### src/rtl/mcp3008_responder_pkg.sv
// rtl/mcp3008_responder_pkg.sv - shared states and MCP3008 constants for the responder
package mcp3008_responder_pkg;

   localparam int CFG_BITS     = 4;
   localparam int NUM_CHANNELS = 8;

   typedef enum logic [2:0] {
      IDLE,
      WAIT_START,
      RX_CFG,
      SAMPLE,
      TX_MSB,
      TX_LSB,
      TX_ZERO
   } state_t;

endpackage

### src/rtl/mcp3008_responder_pin_sync.sv
// rtl/mcp3008_responder_pin_sync.sv - pin synchronizer with previous-sample edge detect
module mcp3008_responder_pin_sync #(
   parameter int   SYNC_STAGES = 2,
   parameter logic IDLE_LEVEL  = 1'b0
) (
   input  logic clk,
   input  logic rst,
   input  logic pin,
   output logic level,
   output logic rise,
   output logic fall
);

   logic [SYNC_STAGES-1:0] chain;
   logic                   prev;
   logic [SYNC_STAGES:0]   fill;

   always_ff @(posedge clk) begin
      if (rst) begin
         chain <= {SYNC_STAGES{IDLE_LEVEL}};
         prev  <= IDLE_LEVEL;
         fill  <= '0;
      end else begin
         chain <= {chain[SYNC_STAGES-2:0], pin};
         prev  <= chain[SYNC_STAGES-1];
         fill  <= {fill[SYNC_STAGES-1:0], 1'b1};
      end
   end

   // Edges are masked until the reset idle levels have flushed out of the chain,
   // so a pin already away from its idle level at reset never looks like an edge.
   assign level = chain[SYNC_STAGES-1];
   assign rise  = fill[SYNC_STAGES] & ~prev & level;
   assign fall  = fill[SYNC_STAGES] & prev & ~level;

endmodule

### src/rtl/mcp3008_responder.sv
// rtl/mcp3008_responder.sv - SPI target emulating an MCP3008 8-channel ADC
module mcp3008_responder
   import mcp3008_responder_pkg::*;
#(
   parameter int SYNC_STAGES = 2,
   parameter int DATA_BITS   = 10
) (
   input  logic                              clk,
   input  logic                              rst,
   input  logic                              cs_n,
   input  logic                              dclk,
   input  logic                              din,
   output logic                              dout,
   output logic                              dout_oe,
   input  logic [NUM_CHANNELS*DATA_BITS-1:0] chan_data,
   output logic [CFG_BITS-1:0]               cfg,
   output logic                              cfg_valid,
   output logic [DATA_BITS-1:0]              sample,
   output logic                              busy
);

   localparam int IDX_W = $clog2(DATA_BITS);

   logic cs_level, cs_rise, cs_fall;
   logic dclk_level, dclk_rise, dclk_fall;
   logic din_level, din_rise, din_fall;
   logic unused_sync;

   mcp3008_responder_pin_sync #(.SYNC_STAGES(SYNC_STAGES), .IDLE_LEVEL(1'b1)) u_cs_sync (
      .clk(clk), .rst(rst), .pin(cs_n), .level(cs_level), .rise(cs_rise), .fall(cs_fall));
   mcp3008_responder_pin_sync #(.SYNC_STAGES(SYNC_STAGES), .IDLE_LEVEL(1'b1)) u_dclk_sync (
      .clk(clk), .rst(rst), .pin(dclk), .level(dclk_level), .rise(dclk_rise), .fall(dclk_fall));
   mcp3008_responder_pin_sync #(.SYNC_STAGES(SYNC_STAGES), .IDLE_LEVEL(1'b0)) u_din_sync (
      .clk(clk), .rst(rst), .pin(din), .level(din_level), .rise(din_rise), .fall(din_fall));

   assign unused_sync = &{1'b0, cs_level, dclk_level, din_rise, din_fall};

   // Differential: IN+ is {D2,D1,D0}, IN- its pair partner; negative results clamp to zero.
   function automatic logic [DATA_BITS-1:0] select_channel(
      input logic [CFG_BITS-1:0]               c,
      input logic [NUM_CHANNELS*DATA_BITS-1:0] d
   );
      logic [2:0]         pos_ch;
      logic [2:0]         neg_ch;
      logic [DATA_BITS:0] diff;
      pos_ch = c[2:0];
      neg_ch = {c[2:1], ~c[0]};
      diff   = {1'b0, d[int'(pos_ch)*DATA_BITS +: DATA_BITS]}
             - {1'b0, d[int'(neg_ch)*DATA_BITS +: DATA_BITS]};
      if (c[3])
         return d[int'(pos_ch)*DATA_BITS +: DATA_BITS];
      return diff[DATA_BITS] ? '0 : diff[DATA_BITS-1:0];
   endfunction

   state_t                state, state_n;
   logic [CFG_BITS-1:0]   cfg_shift, cfg_shift_n, cfg_n;
   logic [1:0]            bit_cnt, bit_cnt_n;
   logic [IDX_W-1:0]      bit_idx, bit_idx_n;
   logic [DATA_BITS-1:0]  sample_n;
   logic                  dout_n, dout_oe_n, cfg_valid_n;

   always_ff @(posedge clk) begin
      if (rst) begin
         state     <= IDLE;
         cfg_shift <= '0;
         bit_cnt   <= '0;
         bit_idx   <= '0;
         cfg       <= '0;
         cfg_valid <= 1'b0;
         sample    <= '0;
         dout      <= 1'b0;
         dout_oe   <= 1'b0;
      end else begin
         state     <= state_n;
         cfg_shift <= cfg_shift_n;
         bit_cnt   <= bit_cnt_n;
         bit_idx   <= bit_idx_n;
         cfg       <= cfg_n;
         cfg_valid <= cfg_valid_n;
         sample    <= sample_n;
         dout      <= dout_n;
         dout_oe   <= dout_oe_n;
      end
   end

   always_comb begin
      state_n     = state;
      cfg_shift_n = cfg_shift;
      bit_cnt_n   = bit_cnt;
      bit_idx_n   = bit_idx;
      cfg_n       = cfg;
      cfg_valid_n = 1'b0;
      sample_n    = sample;
      dout_n      = dout;
      dout_oe_n   = dout_oe;

      // A cs rise aborts any frame and swallows a coincident dclk edge.
      if (cs_rise && state != IDLE) begin
         state_n   = IDLE;
         dout_n    = 1'b0;
         dout_oe_n = 1'b0;
      end else begin
         case (state)
            IDLE: if (cs_fall) state_n = WAIT_START;
            WAIT_START: if (dclk_rise && din_level) begin
               state_n   = RX_CFG;
               bit_cnt_n = '0;
            end
            RX_CFG: if (dclk_rise) begin
               cfg_shift_n = {cfg_shift[CFG_BITS-2:0], din_level};
               bit_cnt_n   = bit_cnt + 2'd1;
               if (bit_cnt == 2'd3) begin
                  cfg_n       = cfg_shift_n;
                  cfg_valid_n = 1'b1;
                  state_n     = SAMPLE;
               end
            end
            SAMPLE: if (dclk_fall) begin
               sample_n  = select_channel(cfg, chan_data);
               dout_n    = 1'b0;
               dout_oe_n = 1'b1;
               bit_idx_n = IDX_W'(DATA_BITS-1);
               state_n   = TX_MSB;
            end
            TX_MSB: if (dclk_fall) begin
               dout_n = sample[bit_idx];
               if (bit_idx == '0) begin
                  bit_idx_n = IDX_W'(1);
                  state_n   = TX_LSB;
               end else begin
                  bit_idx_n = bit_idx - IDX_W'(1);
               end
            end
            TX_LSB: if (dclk_fall) begin
               dout_n    = sample[bit_idx];
               bit_idx_n = bit_idx + IDX_W'(1);
               if (bit_idx == IDX_W'(DATA_BITS-1)) state_n = TX_ZERO;
            end
            TX_ZERO: if (dclk_fall) dout_n = 1'b0;
            default: state_n = IDLE;
         endcase
      end
   end

   assign busy = (state != IDLE);

endmodule
### config.mk
export PLATFORM = sky130hd
export DESIGN_NAME = mcp3008_responder
export DESIGN_NICKNAME = d
export VERILOG_FILES = /design/src/rtl/mcp3008_responder_pkg.sv /design/src/rtl/mcp3008_responder_pin_sync.sv /design/src/rtl/mcp3008_responder.sv
export SDC_FILE = /design/constraint.sdc
export NUM_CORES = 1
export LEC_CHECK = 0
export CAP_MARGIN = 10
export CORE_MARGIN = 4
export CORE_UTILIZATION = 35
export CTS_BUF_LIST = sky130_fd_sc_hd__clkbuf_2
export DETAILED_ROUTE_END_ITERATION = 7
export PLACE_DENSITY_LB_ADDON = 0.3
export SETUP_SLACK_MARGIN = 0.05
export SLEW_MARGIN = 20
export SYNTH_ARGS = -nofsm -noshare
export SYNTH_HDL_FRONTEND = slang
export SYNTH_SLANG_ARGS = --single-unit
### constraint.sdc
create_clock -name clk -period 3 [get_ports clk]
set_input_delay 0.45 -clock clk [delete_from_list [all_inputs] [get_ports clk]]
set_output_delay 0.45 -clock clk [all_outputs]
set_load 0.005 [all_outputs]
==> metrics, run 1 <==
most used flip-flop cell after synthesis=dfxtp_1; crit end category=flop; via count=3400; Top Metal Used=met4; # placed instances=607; fin. max-slew vios=0; Max VDD drop=0.1389 mV; Post-synth EDFFs=0; DR iter-0 viols=135; Worst Hold Path EP=u_dclk_sync.chain[1]$_SDFF_PP1_; Worst Path Max Fanout=8; WL met1=4.370 mm; total grt overflow=0; Tot GR Track Use=17.63%; hold path cells=1; Hold Path Class=flop to flop; initial antenna violation count=0; CTS sink cnt=40; Synth Area in Compound Gates=23.05%; DRC violations left=0; R2R setup slack=0.14 ns; post-detail-place hpwl=8.074 mm; Die Y=105.8 um; starting density of the core=36.08%; LEAKAGE=1.819 nW; clock latency on the worst-skew pair=0.40 ns; status=finished clean; dpl ws=-0.2721 ns; Slew HR=55.23%; R2R Path Start=cfg[0]$_SDFFE_PP0P_; number of synthesized register bits=40; f_max=0.3492 GHz; share of layout cells above drive strength 1=24.50%; Final Hold Fails=0; final worst clock skew=0.03034 ns; hold buffers post-CTS=0; WL met2=5.289 mm; worst setup margin=0.1362 ns; # setup viols final=0; Area Growth Syn to Fin=51.85%; Final Util=54.78%; unrepaired setup endpoints after global routing=true; clock root cell=clkbuf_2; Synth Warn #=0; post-synth cell types=63; Synthesized Nets=462; Vias/cell=5.388; Post-DRT Antenna Nets=0; Critical Path Source Type=flop; max-cap violation count=0; most frequent cell after synthesis=dfxtp_1; core box area=9284 um2; TritonRoute pass-1 iters=5; endpoint of the worst-slack reg-to-reg timing path=sample[7]$_SDFFE_PP0P_; Final min period=2.864 ns; CTS tree=built; wire per inst=16.24 um; metal3 WL=515 um; Multi-input gate area=2525 um2; Crit Path Class=flop to flop; Max clock buf depth=2; Area contributors post-synth=dfxtp_1 (24%), mux4_2 (13%), mux2i_1 (12%); Hold Slack=0.4356 ns; largest net degree at the start of global routing=27; Clk pin slew, worst setup/hold paths=0.20 ns; Port Buffers=102; Adder-Cell Fraction of Synth Area=5.827%; Synth Instances=362; die width=105.8 um; first-pass GRT wire length=16.39 mm; pwr/cell area=256.9 nW/um2; H-tree depth=2; post-synthesis area per instance=9.253 um2; IO Pins=103; Arrival @ worst endpoint=3.13 ns; final std cells w/o fill=631; Antenna Cells=0; Final GP Congestion=0.8565; Async SR Flop Fraction=0%; row count=35; Slew @ Worst Pin=0.6646 ns; Routed Wire Length=10.25 mm; Register-to-Register Path Depth=10; min-delay src=u_dclk_sync.chain[0]$_SDFF_PP1_; Synth Area in Simple Gates=15.17%; die area=11200 um2; register area=807.0 um2; Post-Syn Area=3349 um2; main combinational cell family by area after synthesis=multiplexers; top cells by count, synth=dfxtp_1 (40), mux2i_1 (39), a21oi_1 (31); crit share post-route=95.46%; total CTS buffers=5; Post-Synth XOR/XNOR Area=0.7845%; Yosys top cell area share=23.91%; fill count=829; number of global-route vias before repair=3390; worst endpoint required time=3.27 ns; Seq/Total Area, Yosys=23.91%; Yosys top cell by area=dfxtp_1; multiplexer share of the synthesized area=25.44%; Nets=601
[power breakdown]
group,total (W),internal [W],switching (W)
clock network,0.000234,0.0000582,0.000176
registers,0.000553,0.000544,0.00000875
logic,0.000520,0.000292,0.000227
[kinds of logic after synthesis]
group	after synthesis
multiplexers	61
adder cells (fa/ha/maj)	15
AO/OA/AOI/OAI	116
XOR/XNOR	3
buffers and inverters	38
flip-flops	40
AND/OR/NAND/NOR	89
[critical path, stage by stage, from the launching register on]
cell and delay (ns):
dfxtp_2 0.38, buf_12 0.14, clkbuf_4 0.18, and2_2 0.31
a221oi_4 0.38, ha_4 0.25, nor2b_2 0.15, o31a_1 0.25
o31a_1 0.29, o211ai_1 0.28, o32ai_1 0.13
[state kept, by name, summed over array words and instances (netlist names), 3 cells and up]
register / cells
sample: 10
bit_idx: 4
cfg: 4
cfg_shift: 3
state: 3
u_dclk_sync.fill: 3
[metrics by stage]
step           power [W]   TNS, ns  instance area (um2)
6_report        0.001307         0                 5086
4_1_cts         0.001280         0                 4768
3_5_place_dp    0.001046    -1.717                 4713
3_3_place_gp    0.001040    -1.295                 4713
2_1_floorplan  0.0008310  -0.03828                 3367
5_1_grt         0.001388         0                 5086
[placed cells by master, fill, tap and decap left out, types with 4 or more instances in the layout]
cell	instances
buf_4	48
mux4_2	19
nand2_1	14
mux2i_1	34
ha_4	4
or2_2	6
o22ai_1	4
clkbuf_2	6
ha_1	10
nor2b_1	10
o31a_1	4
nand3_1	8
clkdlybuf4s50_1	102
a21oi_1	30
a21o_1	5
o21ai_1	5
a31oi_1	7
a22o_1	8
dfxtp_1	37
nor2_1	17
buf_12	4
inv_1	10
mux2i_2	4
o21ai_0	18
[per-layer routing]
metal | track usage (%) | up-vias
li1 | - | 1678
met1 | 22.16 | 1610
met2 | 32.56 | 106
met3 | 2.266 | 6
met4 | 2.868 | 0
met5 | 0 | -
[worst max-delay path by stage]
stage	startpoint	endpoint	slack, ns	cells past startpoint
6_report	cfg[0]$_SDFFE_PP0P_	sample[7]$_SDFFE_PP0P_	0.14	10
5_1_grt	cfg[0]$_SDFFE_PP0P_	sample[7]$_SDFFE_PP0P_	0.02	10
4_1_cts	cfg[0]$_SDFFE_PP0P_	sample[9]$_SDFFE_PP0P_	0.06	10
3_5_place_dp	chan_data[20]	sample[9]$_SDFFE_PP0P_	-0.27	10
3_3_place_gp	chan_data[0]	sample[9]$_SDFFE_PP0P_	-0.21	10
2_1_floorplan	cfg[1]$_SDFFE_PP0P_	sample[9]$_SDFFE_PP0P_	-0.04	12
[area by class of cell]
| type | count | area share [%] |
|---|---|---|
| Timing Repair Buffer | 158 | 29.62 |
| Inverter | 12 | 0.8856 |
| Tap cell | 129 | 3.173 |
| Sequential cell | 40 | 15.87 |
| Multi-Input combinational cell | 284 | 49.64 |
| Clock buffer | 6 | 0.5904 |
| Clock inverter | 2 | 0.2214 |
[what timing repair did]
action | CTS | global route
pin swaps | 1 | 14
cloned | 0 | 0
endpoints found under the setup margin | 9 | 9
setup buffers | 0 | 16
gates resized for setup | 5 | 34
(Power assumes the default switching activity.)
==> inputs of run 2 (changes only) <==
CORE_UTILIZATION = 44   (was 35)
==> metrics, run 2 (synthesized netlist as in run 1, its figures left out) <==
Final Hold Fails=0; final worst clock skew=0.01781 ns; share of layout cells above drive strength 1=20.81%; LEAKAGE=1.771 nW; Final GP Congestion=0.9220; Post-DRT Antenna Nets=0; initial antenna violation count=0; unrepaired setup endpoints after global routing=true; Max clock buf depth=2; largest net degree at the start of global routing=28; Tot GR Track Use=22.47%; crit share post-route=95.60%; DR iter-0 viols=203; metal3 WL=576 um; Vias/cell=5.869; Hold Path Class=flop to flop; # setup viols final=0; total CTS buffers=5; Final min period=2.868 ns; Crit Path Class=flop to flop; row count=31; Arrival @ worst endpoint=3.21 ns; Routed Wire Length=10.12 mm; Antenna Cells=0; slowest CP cell=mux4_2; Critical Path Source Type=flop; via count=3486; number of global-route vias before repair=3420; Area Growth Syn to Fin=46.58%; crit path cell chain=clkbuf_4 > buf_4 > mux2i_1 > mux4_2 > inv_2 > ha_1 > nor2b_1 > o2111ai_1 > a21oi_1 > o31a_1 > o31ai_1; pwr/cell area=281.5 nW/um2; Largest Register=sample; Hold Slack=0.4391 ns; biggest registers after layout=sample: 10 flops, bit_idx: 4 flops, cfg: 4 flops; IO Pins=103; status=finished clean; hold buffers post-CTS=0; fin. max-slew vios=0; # placed instances=578; Port Buffers=102; CTS tree=built; cell family with most CP delay=compound AO/OA/AOI/OAI gates; final std cells w/o fill=594; die width=95.25 um; first-pass GRT wire length=16.13 mm; max incr delay on CP=0.53 ns; clock root cell=clkbuf_2; DRC violations left=0; Worst Path Max Fanout=6; Nets=594; post-detail-place hpwl=8.027 mm; wire per inst=17.04 um; total grt overflow=0; CTS sink cnt=40; WL met1=4.311 mm; commonest non-fill, non-tap cell in the layout=clkdlybuf4s50_1; starting density of the core=45.69%; Slew @ Worst Pin=0.6160 ns; Max VDD drop=0.1738 mV; Largest register FFs=10; max-cap violation count=0; core box area=7331 um2; TritonRoute pass-1 iters=5; Slew HR=58.50%; clock latency on the worst-skew pair=0.40 ns; f_max=0.3487 GHz; WL met2=5.136 mm; H-tree depth=2; worst endpoint required time=3.34 ns; Die Y=95.25 um; Top Metal Used=met4; Clk pin slew, worst setup/hold paths=0.22 ns; crit end category=flop; die area=9073 um2; crit path buf inv count=3; most frequent cells in the layout=clkdlybuf4s50_1 (102), buf_4 (43), dfxtp_1 (38), mux2i_1 (37), a21oi_1 (31)
## run 2: cell count changes in the layout (fill, tap and decap cells not counted), sizes merged
cell    previous run  this run
bufinv             0         1
clkbuf             7         6
buf               55        48
## run 2: worst paths after layout
kind	from	endpoint	slack, ns	depth (start not counted)
setup reg to reg	cfg[1]$_SDFFE_PP0P_	sample[9]$_SDFFE_PP0P_	0.13	11
hold / removal	u_cs_sync.chain[0]$_SDFF_PP1_	u_cs_sync.chain[1]$_SDFF_PP1_	0.44	1
setup / recovery	cfg[1]$_SDFFE_PP0P_	sample[9]$_SDFFE_PP0P_	0.13	11
hold reg to reg	u_cs_sync.chain[0]$_SDFF_PP1_	u_cs_sync.chain[1]$_SDFF_PP1_	0.44	1
## run 2: routing by layer
metal / vias to the layer above / track usage, %
met5: - / 0
met4: 0 / 3.966
met3: 12 / 3.315
met2: 147 / 40.35
met1: 1667 / 28.72
li1: 1660 / -
## run 2: where the power goes
part / internal (W) / switching, W
Combinational: 0.000283 / 0.000221
Clock: 0.000139 / 0.000187
Sequential: 0.000543 / 0.00000838
## run 2: cell type report
cell class	instances	area (um2)
well taps	99	123.9
flip-flops and latches	40	808.3
clock inverters	3	42.54
repair buffers	151	1443
fillers	595	2421
clock buffers	5	25.02
multi-input cells	284	2422
inverters	12	45.04
## run 2: timing repair
item,4_1_cts,5_1_grt
hold endpoints to repair,0,0
cloned,0,0
setup endpoints to repair,8,10
resized for setup,3,16
buffers inserted,0,9
pin swaps,0,5
## run 2: worst register-to-register path, delay by kind of cell (launching register included)
kind	cells	cell delay [ns]
AO/OA/AOI/OAI	4	0.91
adder cells (fa/ha/maj)	1	0.22
buffers and inverters	3	0.44
flip-flops	1	0.42
multiplexers	2	0.66
AND/OR/NAND/NOR	1	0.16
## run 2: stage by stage
stage / setup TNS (ns) / instance area (um2) / setup WS (ns) / power, W / util [%]
floorplan: -0.03828 / 3367 / -0.03828 / 0.0008310 / -
global placement: -1.451 / 4696 / -0.1762 / 0.001037 / 64.06
detailed placement: -2.781 / 4696 / -0.3247 / 0.001045 / 64.06
CTS: 0 / 4771 / 0.07064 / 0.001372 / 65.08
global route: -0.005872 / 4910 / -0.005872 / 0.001457 / 66.97
finish: 0 / 4910 / 0.1319 / 0.001382 / 66.97
==> inputs of run 3 (changes only) <==
SETUP_SLACK_MARGIN = not set   (was 0.05)
==> metrics, run 3 (synthesized netlist as in run 1, its figures left out) <==
starting density of the core=45.69%; # placed instances=578; DRC violations left=0; worst endpoint required time=3.35 ns; register area=808.3 um2; fill count=597; Max clock buf depth=2; # setup viols final=0; Area Growth Syn to Fin=46.40%; status=finished clean; die area=9073 um2; IO Pins=103; Crit Path Class=flop to flop; Final Instance Area=4903 um2; Arrival @ worst endpoint=3.22 ns; Clk pin slew, worst setup/hold paths=0.22 ns; Worst Path Max Fanout=6; Final GP Congestion=0.9220; crit share post-route=95.66%; TritonRoute pass-1 iters=4; die width=95.25 um; fin. max-slew vios=0; Tot GR Track Use=22.47%; internal power=0.0009645 W; Final min period=2.870 ns; pwr/cell area=281.8 nW/um2; Max VDD drop=0.1742 mV; CTS sink cnt=40; LEAKAGE=1.767 nW; Nets=593; final worst clock skew=0.01690 ns; Critical Path Source Type=flop; biggest registers after layout=sample: 10 flops, bit_idx: 4 flops, cfg: 4 flops; Largest register FFs=10; DR iter-0 viols=213; max-cap violation count=0; Final Hold Fails=0; H-tree depth=2; Largest Register=sample; Slew HR=58.64%; Die Y=95.25 um; core box area=7331 um2; Net Switching=0.0004173 W; Vias/cell=5.815; post-detail-place hpwl=8.027 mm; most frequent cells in the layout=clkdlybuf4s50_1 (102), buf_4 (42), dfxtp_1 (38), mux2i_1 (37), a21oi_1 (31); initial antenna violation count=0; Post-DRT Antenna Nets=0; Port Buffers=102; share of layout cells above drive strength 1=20.65%; CTS tree=built; f_max=0.3485 GHz; via count=3448; crit path buf inv count=3; final std cells w/o fill=593; cell family with most CP delay=compound AO/OA/AOI/OAI gates; wire per inst=17.18 um; crit path cell chain=clkbuf_4 > buf_4 > mux2i_1 > mux4_2 > inv_2 > ha_1 > nor2b_1 > o2111ai_1 > a21oi_1 > o31a_1 > o31ai_1; Antenna Cells=0; commonest non-fill, non-tap cell in the layout=clkdlybuf4s50_1; Post-DP Area=4696 um2; total grt overflow=0; Fin Setup TNS=0 ns; crit end category=flop; Slew @ Worst Pin=0.6139 ns; clock latency on the worst-skew pair=0.41 ns; slowest CP cell=mux4_2; Comb pwr share=36.2%; row count=31; switch share=30.20%; Power, Total=0.001382 W; Clock Power Share=23.9%; Sequential Power Share=39.9%; Hold Path Class=flop to flop; worst setup margin=0.1302 ns; Routed Wire Length=10.19 mm; largest net degree at the start of global routing=28; max incr delay on CP=0.53 ns; dpl ws=-0.3247 ns; Multi-input gate area=2424 um2; first-pass GRT wire length=16.13 mm; total CTS buffers=5; number of global-route vias before repair=3421; clock root cell=clkbuf_2
==> run 3: cell types whose count changed in the layout (fill, tap and decap cells not counted) <==
cell / change
a211oi_1: -1
a211oi_2: +1
buf_4: -1
o21ai_1: +1
o21ai_2: -1
==> run 3: final timing paths <==
kind,to,slack (ns),depth (start not counted),start
setup / recovery,sample[9]$_SDFFE_PP0P_,0.13,11,cfg[1]$_SDFFE_PP0P_
hold reg to reg,u_cs_sync.chain[1]$_SDFF_PP1_,0.44,1,u_cs_sync.chain[0]$_SDFF_PP1_
setup reg to reg,sample[9]$_SDFFE_PP0P_,0.13,11,cfg[1]$_SDFFE_PP0P_
hold / removal,u_cs_sync.chain[1]$_SDFF_PP1_,0.44,1,u_cs_sync.chain[0]$_SDFF_PP1_
==> run 3: cell type report <==
cell class / count / area share [%]
sequential: 40 / 16.48
multi-input combinational: 284 / 49.43
clock buffer: 5 / 0.5103
clock inverter: 3 / 0.8676
timing repair buffer: 150 / 29.27
inverter: 12 / 0.9186
tap: 99 / 2.526
==> run 3: worst register-to-register path: stages, from the launching register on <==
cell and delay, ns:
dfxtp_4 0.42, clkbuf_4 0.19, buf_4 0.17, mux2i_1 0.13
mux4_2 0.53, inv_2 0.09, ha_1 0.22, nor2b_1 0.16
o2111ai_1 0.27, a21oi_1 0.16, o31a_1 0.30, o31ai_1 0.17
==> run 3: power groups by stage <==
stage,Combinational [W],Sequential [W],Clock (W)
final,0.000500,0.000552,0.000330
after global routing,0.000546,0.000554,0.000354
after CTS,0.000483,0.000553,0.000335
after detailed placement,0.000481,0.000564,0
after global placement,0.000473,0.000564,0
after floorplan,0.000270,0.000561,0
==> run 3: per-layer routing <==
layer  GRT usage, %  wire [um]
met5              0          0
met1          28.71       4379
met3          3.315        512
met4          3.966        101
met2          40.35       5193
==> run 3: through the flow <==
step	hold WS [ns]	utilization, %
2_1_floorplan	0.3895	-
3_3_place_gp	0.3913	64.06
3_5_place_dp	0.3968	64.06
4_1_cts	0.4406	65.03
5_1_grt	0.4577	66.89
6_report	0.4396	66.89
==> run 3: timing repair <==
action,CTS,global route
endpoints found under the setup margin,4,10
gates resized for setup,2,17
pin swaps,0,5
setup buffers,0,8
hold buffers,0,0
